$ cat config.mk
export PLATFORM = sky130hd
export DESIGN_NAME = prefetch_mem_scheduler
export DESIGN_NICKNAME = d
export VERILOG_FILES = /design/src/rtl/pf_sched_pkg.sv /design/src/rtl/pf_queue.sv /design/src/rtl/prefetch_mem_scheduler.sv
export SDC_FILE = /design/constraint.sdc
export NUM_CORES = 1
export LEC_CHECK = 0
export ABC_AREA = 1
export CORE_AREA = 3 3 445 447
export CTS_BUF_LIST = sky130_fd_sc_hd__clkbuf_8
export CTS_CLUSTER_DIAMETER = 30
export DETAILED_ROUTE_END_ITERATION = 6
export DIE_AREA = 0 0 448 450
export PLACE_DENSITY = 0.44
export SLEW_MARGIN = 10
export SYNTH_ARGS = -nofsm -noshare
export SYNTH_HDL_FRONTEND = slang
export SYNTH_SLANG_ARGS = --single-unit
$ cat constraint.sdc
create_clock -name clk -period 14.7 [get_ports clk]
set_input_delay 3.675 -clock clk [delete_from_list [all_inputs] [get_ports clk]]
set_output_delay 3.675 -clock clk [all_outputs]
set_load 0.01 [all_outputs]
$ cat src/rtl/pf_sched_pkg.sv
// Shared types for the prefetch memory scheduler: FSM states, line-address
// type and line-granular address helpers.
package pf_sched_pkg;

  localparam int LINE_OFFSET = 5;

  typedef logic [31-LINE_OFFSET:0] line_addr_t;

  typedef enum logic [2:0] {
    ST_IDLE,
    ST_DEM_RD,
    ST_DEM_WR,
    ST_HIT_RESP,
    ST_PF_RD
  } pf_sched_state_t;

  function automatic line_addr_t to_line(input logic [31:0] addr);
    return addr[31:LINE_OFFSET];
  endfunction

  function automatic logic line_eq(input line_addr_t a, input line_addr_t b);
    return a == b;
  endfunction

endpackage

$ cat src/rtl/pf_queue.sv
// Circular prefetch queue with per-entry valid bits, duplicate detection,
// pop that skips invalidated slots, and a match-invalidate port.
module pf_queue
  import pf_sched_pkg::*;
#(
  parameter int DEPTH = 4
) (
  input  logic       clk_i,
  input  logic       rst_i,
  input  logic       push_i,
  input  line_addr_t push_line_i,
  input  logic       push_block_i,
  input  logic       pop_i,
  input  logic       inv_i,
  input  line_addr_t inv_line_i,
  output logic       pop_vld_o,
  output line_addr_t pop_line_o,
  output logic       dup_o,
  output logic       full_o,
  output logic       empty_o
);

  localparam int PTR_W = $clog2(DEPTH);
  localparam int CNT_W = PTR_W + 1;

  line_addr_t       line_q [DEPTH];
  logic [DEPTH-1:0] vld_q, vld_d;
  logic [PTR_W-1:0] head_q, head_d, tail_q, tail_d, pop_idx;
  logic [CNT_W-1:0] cnt_q, cnt_d, pop_off;
  logic             found, do_push;

  // First valid slot at or after the head; slots before it are freed on pop.
  always_comb begin
    found   = 1'b0;
    pop_off = '0;
    pop_idx = head_q;
    for (int i = 0; i < DEPTH; i++) begin
      if (!found && vld_q[head_q + PTR_W'(i)]) begin
        found   = 1'b1;
        pop_off = CNT_W'(i);
        pop_idx = head_q + PTR_W'(i);
      end
    end
  end

  always_comb begin
    dup_o = 1'b0;
    for (int i = 0; i < DEPTH; i++) begin
      if (vld_q[i] && line_eq(line_q[i], push_line_i)) dup_o = 1'b1;
    end
  end

  assign full_o     = (cnt_q == CNT_W'(DEPTH));
  assign empty_o    = (cnt_q == '0);
  assign pop_vld_o  = found;
  assign pop_line_o = line_q[pop_idx];
  assign do_push    = push_i && !dup_o && !push_block_i && !full_o;

  always_comb begin
    vld_d  = vld_q;
    head_d = head_q;
    tail_d = tail_q;
    cnt_d  = cnt_q;
    if (inv_i) begin
      for (int i = 0; i < DEPTH; i++) begin
        if (line_eq(line_q[i], inv_line_i)) vld_d[i] = 1'b0;
      end
    end
    if (pop_i && found) begin
      vld_d[pop_idx] = 1'b0;
      head_d         = pop_idx + PTR_W'(1);
      cnt_d          = cnt_q - (pop_off + CNT_W'(1));
    end else if (!empty_o && !vld_q[head_q]) begin
      // An invalidated slot at the head is released without waiting for a pop.
      head_d = head_q + PTR_W'(1);
      cnt_d  = cnt_q - CNT_W'(1);
    end
    if (do_push) begin
      vld_d[tail_q] = 1'b1;
      tail_d        = tail_q + PTR_W'(1);
      cnt_d         = cnt_d + CNT_W'(1);
    end
  end

  always_ff @(posedge clk_i or posedge rst_i) begin
    if (rst_i) begin
      vld_q  <= '0;
      head_q <= '0;
      tail_q <= '0;
      cnt_q  <= '0;
    end else begin
      vld_q  <= vld_d;
      head_q <= head_d;
      tail_q <= tail_d;
      cnt_q  <= cnt_d;
    end
  end

  always_ff @(posedge clk_i) begin
    if (do_push) line_q[tail_q] <= push_line_i;
  end

endmodule

$ cat src/rtl/prefetch_mem_scheduler.sv
// Arbitrates the pmem port between demand traffic and queued stride prefetches;
// the last prefetched line is kept in a one-line buffer to serve demand hits.
module prefetch_mem_scheduler
  import pf_sched_pkg::*;
#(
  parameter int PF_DEPTH = 4,
  parameter int LINE_W   = 256
) (
  input  logic              clk,
  input  logic              reset,
  input  logic [31:0]       pf_addr,
  input  logic              pf_en,
  input  logic [31:0]       dem_address,
  input  logic              dem_read,
  input  logic              dem_write,
  input  logic [LINE_W-1:0] dem_wdata,
  output logic [LINE_W-1:0] dem_rdata,
  output logic              dem_resp,
  output logic [31:0]       pmem_address,
  output logic              pmem_read,
  output logic              pmem_write,
  output logic [LINE_W-1:0] pmem_wdata,
  input  logic [LINE_W-1:0] pmem_rdata,
  input  logic              pmem_resp,
  output logic              pf_hit,
  output logic              pf_drop
);

  pf_sched_state_t   state_q, state_d;
  line_addr_t        addr_q, addr_d;
  logic              buf_vld_q, buf_vld_d, buf_load;
  line_addr_t        buf_tag_q;
  logic [LINE_W-1:0] buf_data_q;
  logic              pf_hit_q, pf_drop_q, hit_go, pf_drop_d;
  line_addr_t        dem_line, pf_line, q_pop_line;
  logic              q_pop, q_inv, q_pop_vld, q_dup, q_full, q_empty, pf_block;
  logic              unused_low_bits;

  assign dem_line        = to_line(dem_address);
  assign pf_line         = to_line(pf_addr);
  assign unused_low_bits = ^{pf_addr[LINE_OFFSET-1:0], dem_address[LINE_OFFSET-1:0]};

  // Lines already buffered, in flight, or about to be demand-fetched are not queued.
  assign pf_block = (buf_vld_q && line_eq(buf_tag_q, pf_line)) ||
                    (((state_q == ST_PF_RD) || (state_q == ST_DEM_RD)) && line_eq(addr_q, pf_line)) ||
                    (q_inv && line_eq(dem_line, pf_line));
  assign pf_drop_d = pf_en && !pf_block && !q_dup && q_full;

  pf_queue #(.DEPTH(PF_DEPTH)) u_queue (
    .clk_i       (clk),
    .rst_i       (reset),
    .push_i      (pf_en),
    .push_line_i (pf_line),
    .push_block_i(pf_block),
    .pop_i       (q_pop),
    .inv_i       (q_inv),
    .inv_line_i  (dem_line),
    .pop_vld_o   (q_pop_vld),
    .pop_line_o  (q_pop_line),
    .dup_o       (q_dup),
    .full_o      (q_full),
    .empty_o     (q_empty)
  );

  always_comb begin
    state_d   = state_q;
    addr_d    = addr_q;
    buf_vld_d = buf_vld_q;
    buf_load  = 1'b0;
    q_pop     = 1'b0;
    q_inv     = 1'b0;
    hit_go    = 1'b0;
    case (state_q)
      ST_IDLE: begin
        if (dem_read) begin
          if (buf_vld_q && line_eq(buf_tag_q, dem_line)) begin
            state_d = ST_HIT_RESP;
            hit_go  = 1'b1;
          end else begin
            state_d = ST_DEM_RD;
            addr_d  = dem_line;
            q_inv   = 1'b1;
          end
        end else if (dem_write) begin
          state_d = ST_DEM_WR;
          addr_d  = dem_line;
          if (buf_vld_q && line_eq(buf_tag_q, dem_line)) buf_vld_d = 1'b0;
        end else if (q_pop_vld && !q_empty) begin
          state_d = ST_PF_RD;
          addr_d  = q_pop_line;
          q_pop   = 1'b1;
        end
      end
      ST_DEM_RD, ST_DEM_WR: if (pmem_resp) state_d = ST_IDLE;
      ST_HIT_RESP:          state_d = ST_IDLE;
      ST_PF_RD: begin
        if (pmem_resp) begin
          buf_load  = 1'b1;
          buf_vld_d = 1'b1;
          state_d   = ST_IDLE;
        end
      end
      default: state_d = ST_IDLE;
    endcase
  end

  always_comb begin
    pmem_read    = 1'b0;
    pmem_write   = 1'b0;
    pmem_address = '0;
    pmem_wdata   = '0;
    dem_resp     = 1'b0;
    dem_rdata    = '0;
    case (state_q)
      ST_DEM_RD: begin
        pmem_read    = 1'b1;
        pmem_address = {addr_q, {LINE_OFFSET{1'b0}}};
        if (pmem_resp) begin
          dem_resp  = 1'b1;
          dem_rdata = pmem_rdata;
        end
      end
      ST_DEM_WR: begin
        pmem_write   = 1'b1;
        pmem_address = {addr_q, {LINE_OFFSET{1'b0}}};
        pmem_wdata   = dem_wdata;
        dem_resp     = pmem_resp;
      end
      ST_HIT_RESP: begin
        dem_resp  = 1'b1;
        dem_rdata = buf_data_q;
      end
      ST_PF_RD: begin
        pmem_read    = 1'b1;
        pmem_address = {addr_q, {LINE_OFFSET{1'b0}}};
      end
      default: ;
    endcase
  end

  assign pf_hit  = pf_hit_q;
  assign pf_drop = pf_drop_q;

  always_ff @(posedge clk or posedge reset) begin
    if (reset) begin
      state_q   <= ST_IDLE;
      buf_vld_q <= 1'b0;
      pf_hit_q  <= 1'b0;
      pf_drop_q <= 1'b0;
    end else begin
      state_q   <= state_d;
      buf_vld_q <= buf_vld_d;
      pf_hit_q  <= hit_go;
      pf_drop_q <= pf_drop_d;
    end
  end

  always_ff @(posedge clk) begin
    addr_q <= addr_d;
    if (buf_load) begin
      buf_tag_q  <= addr_q;
      buf_data_q <= pmem_rdata;
    end
  end

endmodule

### Word level (Yosys, flattened, before mapping)

Memories as Yosys holds them, arrays and structs flattened.
Index checks and enable logic that the tools add are counted.

| storage, ports and cells | value |
|---|---|
| RAM bits | 108 |
| bits in registers | 327 |
| input port bits | 582 |
| memories kept | 1 |
| output and inout bits | 549 |

Memory list:

| name | depth | bits a word | read ports | clocked after memory_dff | wr ports | RTL line | RTL |
|---|---|---|---|---|---|---|---|
| u_queue.line_q | 4 | 27 | 5 | 0 | 1 | pf_queue.sv:26 | `line_addr_t line_q [DEPTH];` |

| operators by class | value |
|---|---|
| reductions and logical operators | 43 |
| bitwise operators | 3 |
| muxes and demuxes | 74 |
| equal/unequal tests | 24 |
| add/sub/neg operators | 9 |
| $lt $le $gt $ge | 8 |

Operator list:

| operator | number |
|---|---|
| 256-bit two-way mux | 2 |
| 256-bit case mux with 2 select lines | 1 |
| 27-bit equality test | 12 |
| 27-bit two-way mux | 4 |
| 1-bit two-way mux | 39 |
| 32-bit two-way mux | 1 |
| 1-bit logical AND | 22 |
| 3-bit two-way mux | 7 |
| 2-bit by 3-bit less-than comparator with 1-bit output, second input constant | 6 |
| 2-bit two-way mux | 8 |
| 4-bit two-way mux | 3 |
| 2-bit inequality test, second input constant | 5 |
| 1-bit binary-select mux with 2-bit select | 4 |
| 1-bit zero test | 8 |
| 2-bit by 1-bit adder with 2-bit output, second input constant | 3 |
| 3-bit by 2-bit equality test with 1-bit output, second input constant | 2 |
| 3-bit equality test, second input constant | 2 |
| 3-bit zero test | 2 |
| 3-bit case mux with 2 select lines | 1 |
| 5-bit AND reduction | 1 |
| 2-bit adder, second input constant | 2 |
| 4-bit AND | 1 |
| 1-bit demux with 2-bit select | 2 |
| 2-bit by 1-bit greater-or-equal comparator with 1-bit output, second input constant | 2 |
| 18 further kinds | 21 |

### Longest topological paths before layout

| depth | value |
|---|---|
| word-level depth | 21 |
| mapped depth | 20 |
| depth with buffers taken out | 20 |

### Hierarchy

Synthesis repeated with hierarchy kept, for this count alone.

| second synthesis, totals | value |
|---|---|
| cells, all modules | 3632 |
| area, all modules | 27089.7 µm² |

Modules (own cells, without submodules):

| module | area each (µm²) | cells each | times used |
|---|---|---|---|
| prefetch_mem_scheduler | 18137.4 | 2312 | 1 |
| pf_queue | 8952.3 | 1320 | 1 |

### Least setup slack after synthesis

Ideal clock, no wire load.

| timing path | value |
|---|---|
| path kind | in2reg |
| start | input port pmem_resp |
| end | register buf_data_q[0] (enable) |
| stages | 3 |
| buffers on the path | 1 |
| required time | 13.766 ns |
| data arrival time | 15.717 ns |
| library setup time | 0.934 ns |
| setup slack | -1.951 ns |
| path through | clkbuf_1 > inv_1 > nor2_1 |

| on the way | value |
|---|---|
| cells in the longest elaborated chain, start to end | 2 |

RTL lines:

| what | RTL line | RTL |
|---|---|---|
| from (decl) | prefetch_mem_scheduler.sv:24 | `input logic pmem_resp,` |
| 1-bit two-way mux | prefetch_mem_scheduler.sv:97 | `if (pmem_resp) begin` |
| 1-bit two-way mux | prefetch_mem_scheduler.sv:73 | `case (state_q)` |
| via buf_load | prefetch_mem_scheduler.sv:31 | `logic buf_vld_q, buf_vld_d, buf_load;` |
| to (signal assigned) | prefetch_mem_scheduler.sv:162 | `buf_data_q <= pmem_rdata;` |
| to (decl) | prefetch_mem_scheduler.sv:33 | `logic [LINE_W-1:0] buf_data_q;` |

The timed path passes the listed nets, and every way through them passes these cells.
A chain may end at the register's enable or synchronous reset.

### Final worst setup path

| timing path | value |
|---|---|
| start | input port pmem_resp |
| end | output port dem_rdata[125] |

| on the way | value |
|---|---|
| cells in the longest elaborated chain, start to end | 2 |

RTL lines:

| what | RTL line | RTL |
|---|---|---|
| 256-bit two-way mux | prefetch_mem_scheduler.sv:118 | `if (pmem_resp) begin` |
| 256-bit case mux with 2 select lines | prefetch_mem_scheduler.sv:114 | `case (state_q)` |
| to (decl) | prefetch_mem_scheduler.sv:17 | `output logic [LINE_W-1:0] dem_rdata,` |

No other way between the ends.

==> flow_summary_export.csv <==
group,metric,value,unit
status,run_status,"completed",
cts,clock_latency,0.88,ns
cts,cts.clk_slew.worst_paths,0.05,ns
cts,clock-root-buffer,"clkbuf_8",
layout,final_area,0.0435,sq mm
timing,finalCritPeriodShare,0.675,
detailed_routing,drc_errors,0,
worst_hold_path,worstHoldStart,"addr_q[6]$_DFFE_PP_",
critical_path,start_kind,"primary input",
placed_design,dpl.cell_count,7015,
cts,hold_buffers,0,
layout,finalNonFillerCells,7310,
cts,cts_made_buffers,139,
grt,antenna_found_initial,121,
floorplan,dieArea,0.202,sq mm
layout,finalNetCount,5209,
critical_path,worst-path-buf-inv,3,
timing,final.min_clock_period,9.92,ns
power,power_density,162,mW/mm^2
yosys,synth_common_cells,"1009 x nand2_1, 795 x inv_1, 418 x edfxtp_1, 391 x nor2_1, 259 x o22ai_1",
run,cap_violations,0,
yosys,synth_top_area_frac,0.470,
placed_design,post-dp-hpwl,182000,microns
critical_path,slowest_delay,0.66,ns
placed_design,post_dp_cell_area,0.0405,sq mm
timing,hold_viol,0,
timing,max_slew_margin,0.207,
critical_path,critPathMaxFanout,192,
grt,track_usage,0.210,
placed_design,post-place-ws,4.82,ns
placed_design,port_buffers,1115,
critical_path,slowest_stage,"clkdlybuf4s50_1",
cts,cts_resized,0,
critical_path,path_class,"in -> out",
layout,drive_above_1_share,0.0521,
timing,slew_viol_final,0,
yosys,ys_seq_area_frac,0.486,
grt,grt_pass1_vias,27700,
yosys,yosysTopAreaCell,"edfxtp_1",
critical_path,worstPathArrival,6.25,ns
timing,max_freq,101,MHz
floorplan,rows,162,
power,power.leakage,18.7,nW
placed_design,routabilityCongestion,0.939,
yosys,synth_area,0.0267,sq mm
yosys,async_reset_ff_frac,0.0391,
detailed_routing,drtIter0Drc,2288,
detailed_routing,wirelength,220000,microns
critical_path,crit_required,11.02,ns
timing,hold_slack,0.507,ns
yosys,synth_cells,3530,
critical_path,rrSetupSlack,9.88,ns
critical_path,r2r_start,"u_queue.head_q[0]$_DFFE_PP0P_",
timing,setup_violations,0,
detailed_routing,first_pass_iters,7,
detailed_routing,vias_per_cell,3.96,
worst_hold_path,hp-class,"reg -> reg",
power,vdd_drop_max,0.111,mV
detailed_routing,wl_per_cell,30.1,microns
cts,cts_tree,"built",
cts,post-cts-setup-buffers,0,
detailed_routing,vias,28900,
yosys,synth-seq-cells,435,
yosys,ys_warn_count,0,
floorplan,design.core.area,0.195,sq mm
timing,setup_ws,4.78,ns
layout,final_util,0.224,
yosys,synth_top_flop_cell,"edfxtp_1",
grt,grt-ovfl-total,0,
grt,grt_pass1_wl,279000,microns
floorplan,io_pins,1131,
floorplan,fp.dieH,450,microns
cts,htreeDepth,4,
cts,cts_sinks,435,
yosys,synth.distinct_cells,38,
critical_path,cp_top_family,"buffers and inverters",
timing,rsz0062_at_grt,"false",
timing,tightest_slew,1.19,ns
timing,setup_tns,0,ns
critical_path,cp-startpoint,"pmem_resp",
grt,grt_max_degree,193,
floorplan,chipWidth,448,microns
critical_path,worstPathCellList,"buf_8 -> buf_12 -> nand2_1 -> o22ai_1 -> clkdlybuf4s50_1",
yosys,synth-edff-count,418,
yosys,syn_avg_cell_area,7.57,sq um
yosys,yosysMostFrequentCell,"nand2_1",
floorplan,start_util,0.137,
critical_path,end_kind,"output port",
power,total_power,7.04,mW
detailed_routing,ant_nets,0,
timing,skew,0.0831,ns
yosys,synth_area_leaders,"edfxtp_1 47%, nand2_1 14%, inv_1 11%",
cts,clockBufferDepth,3,
layout,area_growth,62.9,%
-- registers in the layout (all words and copies together), names as in the netlist --
register,flops
pf_drop,1
u_queue.vld_q,4
addr_q,27
pf_hit,1
buf_data_q,256
u_queue.head_q,2
u_queue.tail_q,2
u_queue.cnt_q,3
u_queue.line_q,108
buf_tag_q,27
buf_vld_q,1
state_q,3
-- placed cells by master, fill, tap and decap left out, types with 4 or more instances in the layout --
cell             count
o21ai_0             36
nor4_1               4
conb_1               5
nor2_1             386
inv_12               5
nand3_1            113
inv_8                4
dfrtp_1             17
or2_2               12
clkinvlp_4           7
o211ai_1             5
ha_1                12
xnor2_1            114
clkinv_1            27
o22ai_1            259
nand4_1             44
clkdlybuf4s50_1   1114
o21ai_1             12
xor2_1              48
nor3_1              13
clkinv_2            17
nor2_4               6
inv_1              827
edfxtp_1           418
a21oi_1              4
diode_2             47
buf_4               22
clkbuf_8           140
bufinv_16           14
nand2_1           1008
-- where the power goes --
group / leakage [nW] / total (mW) / switching [mW] / internal, mW
clock network: 1.57 / 1.91 / 0.769 / 1.14
logic: 13.1 / 3.30 / 2.14 / 1.16
registers: 4.01 / 1.83 / 0.192 / 1.64
-- area by class of cell --
type                       instances  area, sq um
sequential                       435        13000
multi-input combinational       2101        10000
clock buffer                     140         1930
timing repair buffer            1139        11400
antenna                           47          118
inverter                         798         3000
fill                           21600       151000
clock inverter                   108          956
tap                             2542         3180
-- per-layer routing --
metal  share of wire  vias to the layer above  GRT usage
li1                -                    13200          -
met3            0.10                      331     0.0902
met2            0.49                     1246      0.358
met4           0.035                       66     0.0780
met1            0.37                    14000      0.228
met5          0.0018                        -          0
-- path summary, 6_finish.rpt --
path                                              endpoint  cells past startpoint
worst max-delay path                        dem_rdata[125]                      5
worst min-delay path                buf_tag_q[6]$_DFFE_PP_                      0
worst max register to register        addr_q[20]$_DFFE_PP_                     16
worst min register to register      buf_tag_q[6]$_DFFE_PP_                      0
max in group asynchronous       u_queue.vld_q[0]$_DFF_PP0_                      2
min in group asynchronous       u_queue.vld_q[2]$_DFF_PP0_                      2
-- cell families (layout without fill, tap and decap cells) --
| group | Yosys count | after routing | share of synthesized area |
|---|---|---|---|
| buffers and inverters | 998 | 2185 | 0.143 |
| AOI/OAI and AO/OA | 321 | 321 | 0.0733 |
| and+or+nand+nor | 1599 | 1599 | 0.238 |
| xor gates and xnor gates | 163 | 163 | 0.0537 |
| DFF | 435 | 435 | 0.486 |
| adders and majority gates | 13 | 13 | 0.00637 |
| other | 1 | 52 | 0.000140 |
Note: power is estimated with default switching activity, not from simulation.
